--- src/rtl/regincr_pkg.sv ---
// Shared definitions for schedulers that time-share a registered incrementer.
package regincr_pkg;

   localparam int REGINCR_NBITS = 8;

   typedef enum logic {
      RI_EMPTY = 1'b0,
      RI_FULL  = 1'b1
   } regincr_state_t;

   // Position reached by stepping 'off' places from 'base' around a ring of 'n'.
   function automatic int unsigned rr_index(input int unsigned base,
                                            input int unsigned off,
                                            input int unsigned n);
      return (base + off) % n;
   endfunction

endpackage

--- src/rtl/regincr_rr_picker.sv ---
// Combinational round-robin picker: first set request at or after i_ptr,
// wrapping around the ring. Nothing is granted while i_en is low.
module regincr_rr_picker
   import regincr_pkg::*;
#(
   parameter int NREQ = 4,
   parameter int IW   = $clog2(NREQ)
) (
   input  logic [NREQ-1:0] i_req,
   input  logic [IW-1:0]   i_ptr,
   input  logic            i_en,
   output logic [NREQ-1:0] o_grant,
   output logic [IW-1:0]   o_idx,
   output logic            o_any
);

   int unsigned w_pos;

   // Walk the ring from the pointer and latch onto the first requester found.
   always_comb begin
      o_grant = '0;
      o_idx   = '0;
      o_any   = 1'b0;
      w_pos   = 32'd0;
      for (int k = 0; k < NREQ; k++) begin
         w_pos = rr_index(32'(i_ptr), 32'(k), 32'(NREQ));
         if (i_en && !o_any && i_req[w_pos[IW-1:0]]) begin
            o_grant[w_pos[IW-1:0]] = 1'b1;
            o_idx                  = w_pos[IW-1:0];
            o_any                  = 1'b1;
         end else begin
            o_any = o_any;
         end
      end
   end

endmodule

--- src/rtl/regincr_rr_scheduler.sv ---
// Shares one registered +1 datapath among NREQ val/rdy requesters. A
// round-robin picker admits one operand per cycle into a single result
// register, which is presented with its owner's id on the response port.
module regincr_rr_scheduler
   import regincr_pkg::*;
#(
   parameter int NREQ  = 4,
   parameter int NBITS = REGINCR_NBITS
) (
   input  logic                     clk,
   input  logic                     reset,
   input  logic [NREQ-1:0]          req_val,
   output logic [NREQ-1:0]          req_rdy,
   input  logic [NREQ*NBITS-1:0]    req_msg,
   output logic                     resp_val,
   input  logic                     resp_rdy,
   output logic [NBITS-1:0]         resp_msg,
   output logic [$clog2(NREQ)-1:0]  resp_id
);

   localparam int IW = $clog2(NREQ);

   regincr_state_t   r_state;
   regincr_state_t   w_state_nxt;
   logic [NBITS-1:0] r_resp_msg;
   logic [IW-1:0]    r_resp_id;
   logic [IW-1:0]    r_rr_ptr;

   logic             w_can_accept;
   logic             w_en;
   logic [NREQ-1:0]  w_grant;
   logic [IW-1:0]    w_idx;
   logic             w_any;
   logic [NBITS-1:0] w_msg_sel;
   logic [NBITS-1:0] w_sum;
   logic [IW-1:0]    w_ptr_nxt;

   // The slot frees up either when empty or when the held result leaves now.
   // Gating with reset keeps req_rdy low for the whole reset window.
   assign resp_val     = (r_state == RI_FULL);
   assign w_can_accept = (r_state == RI_EMPTY) | (resp_val & resp_rdy);
   assign w_en         = w_can_accept & reset;

   regincr_rr_picker #(
      .NREQ (NREQ),
      .IW   (IW)
   ) u_picker (
      .i_req   (req_val),
      .i_ptr   (r_rr_ptr),
      .i_en    (w_en),
      .o_grant (w_grant),
      .o_idx   (w_idx),
      .o_any   (w_any)
   );

   // A grant is a fire: req_val is already qualified inside the picker.
   assign req_rdy   = w_grant;
   assign w_msg_sel = req_msg[w_idx*NBITS +: NBITS];
   assign w_sum     = w_msg_sel + NBITS'(1);
   assign w_ptr_nxt = IW'(rr_index(32'(w_idx), 32'd1, 32'(NREQ)));
   assign resp_msg  = r_resp_msg;
   assign resp_id   = r_resp_id;

   // Next-state logic: a fire always leaves a result held, even when the
   // previous one drains in the same cycle.
   always_comb begin
      w_state_nxt = r_state;
      case (r_state)
         RI_EMPTY: begin
            if (w_any) begin
               w_state_nxt = RI_FULL;
            end else begin
               w_state_nxt = RI_EMPTY;
            end
         end
         RI_FULL: begin
            if (w_any) begin
               w_state_nxt = RI_FULL;
            end else if (resp_rdy) begin
               w_state_nxt = RI_EMPTY;
            end else begin
               w_state_nxt = RI_FULL;
            end
         end
         default: w_state_nxt = RI_EMPTY;
      endcase
   end

   // State register.
   always_ff @(posedge clk or negedge reset) begin
      if (!reset) begin
         r_state <= RI_EMPTY;
      end else begin
         r_state <= w_state_nxt;
      end
   end

   // Result register and fairness pointer; both move only on a fire.
   always_ff @(posedge clk or negedge reset) begin
      if (!reset) begin
         r_resp_msg <= '0;
         r_resp_id  <= '0;
         r_rr_ptr   <= '0;
      end else if (w_any) begin
         r_resp_msg <= w_sum;
         r_resp_id  <= w_idx;
         r_rr_ptr   <= w_ptr_nxt;
      end else begin
         r_resp_msg <= r_resp_msg;
         r_resp_id  <= r_resp_id;
         r_rr_ptr   <= r_rr_ptr;
      end
   end

`ifndef SYNTHESIS
   // One-line trace: req_val > grant | state | id:msg
   function automatic string line_trace();
      string s_grant;
      if (w_any) begin
         s_grant = $sformatf("%0d", w_idx);
      end else begin
         s_grant = ".";
      end
      return $sformatf("%b > %s | %s | %0d:%h", req_val, s_grant,
                       (r_state == RI_FULL) ? "F" : "E", r_resp_id, r_resp_msg);
   endfunction
`endif

endmodule

--- config.mk ---
export PLATFORM = sky130hd
export DESIGN_NAME = regincr_rr_scheduler
export DESIGN_NICKNAME = d
export VERILOG_FILES = /design/src/rtl/regincr_pkg.sv /design/src/rtl/regincr_rr_picker.sv /design/src/rtl/regincr_rr_scheduler.sv
export SDC_FILE = /design/constraint.sdc
export NUM_CORES = 1
export LEC_CHECK = 0
export ABC_CLOCK_PERIOD_IN_PS = 4900
export CAP_MARGIN = 20
export CORE_AREA = 2 2 58 60
export DETAILED_ROUTE_END_ITERATION = 8
export DIE_AREA = 0 0 60 62
export PLACE_DENSITY_LB_ADDON = 0.08
export SYNTH_ARGS = -nofsm -noshare
export SYNTH_HDL_FRONTEND = slang
export SYNTH_SLANG_ARGS = --single-unit
--- constraint.sdc ---
create_clock -name clk -period 4.9 [get_ports clk]
set_input_delay 0.49 -clock clk [delete_from_list [all_inputs] [get_ports clk]]
set_output_delay 0.49 -clock clk [all_outputs]
set_load 0.01 [all_outputs]
# Word level (Yosys, flattened, before mapping)
# Index checks and enable logic that the tools add are counted.
[word_totals]
reg_bits = 13
input_bits = 39
out_inout_bits = 15
elab_cells = 71
[classes]
n_addsub = 5
n_lt_le_gt_ge = 8
shifts = 1
muxes = 32
bitwise = 7
reduce_logical = 14
[ops]
columns = ["op", "n"]
rows = [
  ["$shiftx 32x6->8", 1],
  ["$mux 4", 4],
  ["$mux 1", 15],
  ["$lt 2x3->1 const B", 4],
  ["$or 4x4->4", 3],
  ["$logic_and 1x1->1", 11],
  ["$add 8x1->8 const B", 1],
  ["$bmux 1 s2", 4],
  ["$demux 1 s2", 4],
  ["$ge 2x1->1 const B", 4],
  ["$mux 2", 4],
  ["$add 2x1->2 const B", 2],
  ["$add 2x2->2 const B", 2],
  ["$logic_not 1->1", 3],
  ["$and 1x1->1", 2],
  ["$pmux 1 s2", 1],
  ["$not 1->1", 1],
  ["$or 1x1->1", 1],
]

# Longest topological paths before layout
[depth]
word_depth = 19
mapped_depth = 13

# By module
# A second synthesis with hierarchy kept.
[hier_totals]
cells_unflattened = 132
area_unflattened_um2 = 1351.3
[by_module_without_submodules]
columns = ["mod", "n_inst", "cells_per_inst", "area_each_um2", "seq_area_each_um2"]
rows = [
  ["regincr_rr_scheduler", 1, 66, 802.0, 325.3],
  ["regincr_rr_picker", 1, 66, 549.3, 0.0],
]

# Least setup slack after synthesis
# OpenSTA, ideal clock, no wires.
[synth_timing]
kind = "register to register"
start = "register r_rr_ptr[1]"
end = "register r_resp_msg[4], in the netlist resp_msg[4]"
setup_ns = 0.132
arrival_time_ns = 3.947
required_ns = 4.768
path_slack_ns = 0.821
path_stages_with_launch = 14
path_buffers = 2
cell_sequence = "dfrtp_1 clkbuf_1 inv_1 ha_1 mux4_2 or4b_4 a211o_1 a22oi_2 buf_6 mux4_2 ha_1 nand3_1 xor2_1 o21ai_1"
[synth_between]
elab_chain_len = 18
word_cells_on_any_way = 31
classes_between = "add/sub (4); shift (1); mux (16); reduce/logical (10)"
[synth_rtl]
columns = ["item", "line", "source"]
rows = [
  ["from (decl)", "regincr_rr_scheduler.sv:27", "logic [IW-1:0] r_rr_ptr;"],
  ["from (signal assigned)", "regincr_rr_scheduler.sv:107", "r_rr_ptr <= w_ptr_nxt;"],
  ["from (signal assigned)", "regincr_rr_scheduler.sv:111", "r_rr_ptr <= r_rr_ptr;"],
  ["$bmux 1 s2", "regincr_rr_picker.sv:27", "if (i_en && !o_any && i_req[w_pos[IW-1:0]]) begin"],
  ["$mux 1 (implied by the code)", "regincr_rr_picker.sv:27", ""],
  ["$logic_and 1x1->1", "regincr_rr_picker.sv:27", ""],
  ["$mux 1", "regincr_rr_picker.sv:27", ""],
  ["$logic_not 1->1", "regincr_rr_picker.sv:27", ""],
  ["$logic_and 1x1->1 (2 in series)", "regincr_rr_picker.sv:27", ""],
  ["$mux 1", "regincr_rr_picker.sv:27", ""],
  ["$logic_not 1->1", "regincr_rr_picker.sv:27", ""],
  ["$logic_and 1x1->1 (2 in series)", "regincr_rr_picker.sv:27", ""],
  ["$mux 1", "regincr_rr_picker.sv:27", ""],
  ["$logic_not 1->1", "regincr_rr_picker.sv:27", ""],
  ["$logic_and 1x1->1 (2 in series)", "regincr_rr_picker.sv:27", ""],
  ["$mux 2", "regincr_rr_picker.sv:27", ""],
  ["$shiftx 32x6->8", "regincr_rr_scheduler.sv:58", "assign w_msg_sel = req_msg[w_idx*NBITS +: NBITS];"],
  ["$add 8x1->8", "regincr_rr_scheduler.sv:59", "assign w_sum = w_msg_sel + NBITS'(1);"],
  ["to (signal assigned)", "regincr_rr_scheduler.sv:105", "r_resp_msg <= w_sum;"],
  ["to (signal assigned)", "regincr_rr_scheduler.sv:109", "r_resp_msg <= r_resp_msg;"],
  ["to (decl)", "regincr_rr_scheduler.sv:25", "logic [NBITS-1:0] r_resp_msg;"],
]
# Several ways; a longest one is shown, not always the timed one. The select of a mux whose other input is x is not followed.
# A chain may end at the register's enable or synchronous reset.

# Worst setup path in the final report
[layout_timing]
start = "register r_rr_ptr[0]"
end = "register r_resp_msg[7], in the netlist resp_msg[7]"
# Same word-level chain as after synthesis.

==> impl_metrics.tcl <==
set metrics [dict create \
    postRouteAntennaNets 0 \
    wl_mm 3.13 \
    ys_warn_count 0 \
    yosys.area.top_type "dfrtp_1" \
    r2r_slack_ns 0.79 \
    required_ns 5.10 \
    cp_common_cell "mux4_2" \
    synthesis.nets 162 \
    cts.sinks 13 \
    r2r_start "r_rr_ptr[0]" \
    drc 0 \
    grtUsageTotal 0.181 \
    r2r_cells 11 \
    insertion_delay_ns 0.27 \
    tightest_slew_ns 0.636 \
    max_cap_viol_count 0 \
    rsz0062_at_grt "false" \
    fin_worst_skew_ns 0.00156 \
    syn_area_um2 1180 \
    cts_buffers 3 \
    grt_overflow 0 \
    critical_path.max_stage_delay_ns 0.59 \
    start_util 0.371 \
    topRoutingLayerUsed "met4" \
    wl_met2_mm 1.65 \
    met3_length_um 187 \
    grt_antenna_before_repair 0 \
    slew_viol_final 0 \
    cts_buffer_depth 2 \
    wirelength_met1_mm 1.27 \
    drt_iter0_markers 115 \
    port_buffers 53 \
    die_h_um 62 \
    drt_first_pass_iters 4 \
    seq_area_frac_synth 0.276 \
    placed_area_um2 1760 \
    max_freq_mhz 243 \
    synth.ff_latch_count 13 \
    syn_to_final_growth_pct 51.8 \
    synth_area_per_cell_um2 9.99 \
    grt_pass1_wl_mm 5.11 \
    num_antenna_cells 0 \
    yosys.area.top_type_share 0.276 \
    crit_chain "inv_1 -> ha_1 -> mux4_2 -> or4b_4 -> a211o_1 -> a22oi_2 -> buf_4 -> mux4_2 -> nand3_1 -> or4_1 -> a31oi_1" \
    fin_crit_ns 4.11 \
    path_max_fanout 7 \
    p_leak_nw 0.720 \
    critPathSlowestCell "mux4_2" \
    vias_per_cell 5.20 \
    r2r_end "resp_msg[7]" \
    final_area_um2 1790 \
    place.gp.congestion 0.888 \
    syn_inst 118 \
    die_w_um 60 \
    die-area_um2 3720 \
    worst_setup_path_end_kind "register" \
    core_um2 3180 \
    critical_path.endpoint "resp_msg[7]" \
    crit_arrival_ns 4.31 \
    grt_max_degree 18 \
    io_pins 54 \
    fin_setup_tns_ns 0 \
    cp-startpoint "r_rr_ptr[0]" \
    hp-class "register to register" \
    cts_hold_buf 0 \
    nets 219 \
    powerDensity_nw_per_um2 517 \
    cts_setup_buffers 0 \
    peakVddDrop_mv 0.191 \
    vias 1144 \
    root_buffer "clkbuf_4" \
    cts_tree "built" \
    drive_above_1_share 0.115 \
    post-dp-hpwl_mm 2.58 \
    status "finished, final reports clean" \
    path_depth 11 \
    worstSetupPathType "register to register" \
    fin_crit_sh 0.839 \
    setup_viol 0 \
    synth_area_leaders "dfrtp_1, mux4_2, nand2_1" \
    grt_pass1_vias 1162 \
    crit_family "simple AND/OR/NAND/NOR gates" \
    critPathBufInv 2 \
    hold_viol 0 \
    routedWlPerCell_um 14.2 \
    rows 21 \
    cts.clk_slew.worst_paths_ns 0.08 \
    relSlewSlack 0.576 \
    ys_types 34 \
    htree_levels 1 \
    cp-start-kind "register" \
    cts_resized 0 \
]
[placed cells by master (no fill, tap or decap), types with 3 or more instances in the layout]
cell and instances:
o21ai_1 3, buf_4 4, a222oi_1 4, xor2_1 3, clkbuf_4 3, mux4_2 10, dfrtp_1 13, ha_1 5
o21ai_0 5, nor2_1 6, a21o_1 3, nor2b_1 5, a31oi_1 3, clkdlybuf4s50_1 53, nand3_1 3, mux2i_1 4
nand2_1 24
[metal layers]
layer | track usage | vias to the layer above
met5 | 0 | -
met4 | 0.0603 | 0
li1 | - | 566
met1 | 0.226 | 520
met2 | 0.337 | 56
met3 | 0.00828 | 2
[registers in the layout, indices dropped and copies added, names as in the netlist]
register  cells
r_rr_ptr      2
resp_id       2
resp_msg      8
resp_val      1
[synthesized netlist by cell type (all sizes together)]
master and number:
a211o 1, a21boi 1, a21o 3, a21oi 1, a222oi 4, a22oi 1
a31oi 3, a32o 1, and3 1, buf 2, clkbuf 3, dfrtp 13
ha 5, inv 2, mux2i 4, mux4 11, nand2 25, nand2b 2
nand3 3, nor2 6, nor2b 5, nor3b 1, o2111ai 2, o211ai 1
o21ai 8, o31ai 1, or3 2, or4 1, or4b 1, xnor2 1
xor2 3
[worst min path at each step]
stage	to	slack (ns)	cells past startpoint	start
2_1_floorplan	r_rr_ptr[0]	0.19	0	reset
3_3_place_gp	resp_id[0]	0.46	2	resp_id[0]
3_5_place_dp	resp_id[0]	0.47	2	resp_id[0]
4_1_cts	resp_id[0]	0.48	2	resp_id[0]
5_1_grt	resp_msg[1]	0.52	2	resp_msg[1]
6_report	resp_id[0]	0.48	2	resp_id[0]
[power breakdown]
part           leakage (nW)  total (mW)  switching, mW  internal [mW]
Clock                0.0150      0.0670         0.0355         0.0315
Sequential            0.153       0.186         0.0270          0.159
Combinational         0.553       0.672          0.326          0.346
Total                 0.720       0.926          0.389          0.537
[cell families after synthesis]
logic type               synth area share
adder cells (fa/ha/maj)            0.0531
AND/OR/NAND/NOR                     0.191
buffers and inverters              0.0350
XOR/XNOR                           0.0297
AO/OA/AOI/OAI                       0.168
multiplexers                        0.247
flip-flops                          0.276
[worst min-delay path, stage by stage, from the launching register on]
cell and delay (ns):
dfrtp_1 0.34, nand2_1 0.05, nand2_1 0.05
[per-stage QoR]
step	worst slack, ns	util	hold WS [ns]	power, mW	std cells
2_1_floorplan	0.821	-	0.194	0.640	118
3_3_place_gp	0.793	0.555	0.461	0.857	216
3_5_place_dp	0.696	0.555	0.468	0.864	216
4_1_cts	0.786	0.563	0.483	0.933	220
5_1_grt	0.583	0.563	0.522	1.01	220
6_report	0.789	0.563	0.477	0.926	220
[final cells by class]
class	count	area [um2]
fillers	290	1390
well taps	46	57.6
inverters	2	7.51
multi-input cells	98	812
flip-flops and latches	13	325
repair buffers	57	561
clock buffers	4	26.3
No activity file was read; power rests on OpenSTA's default activity.
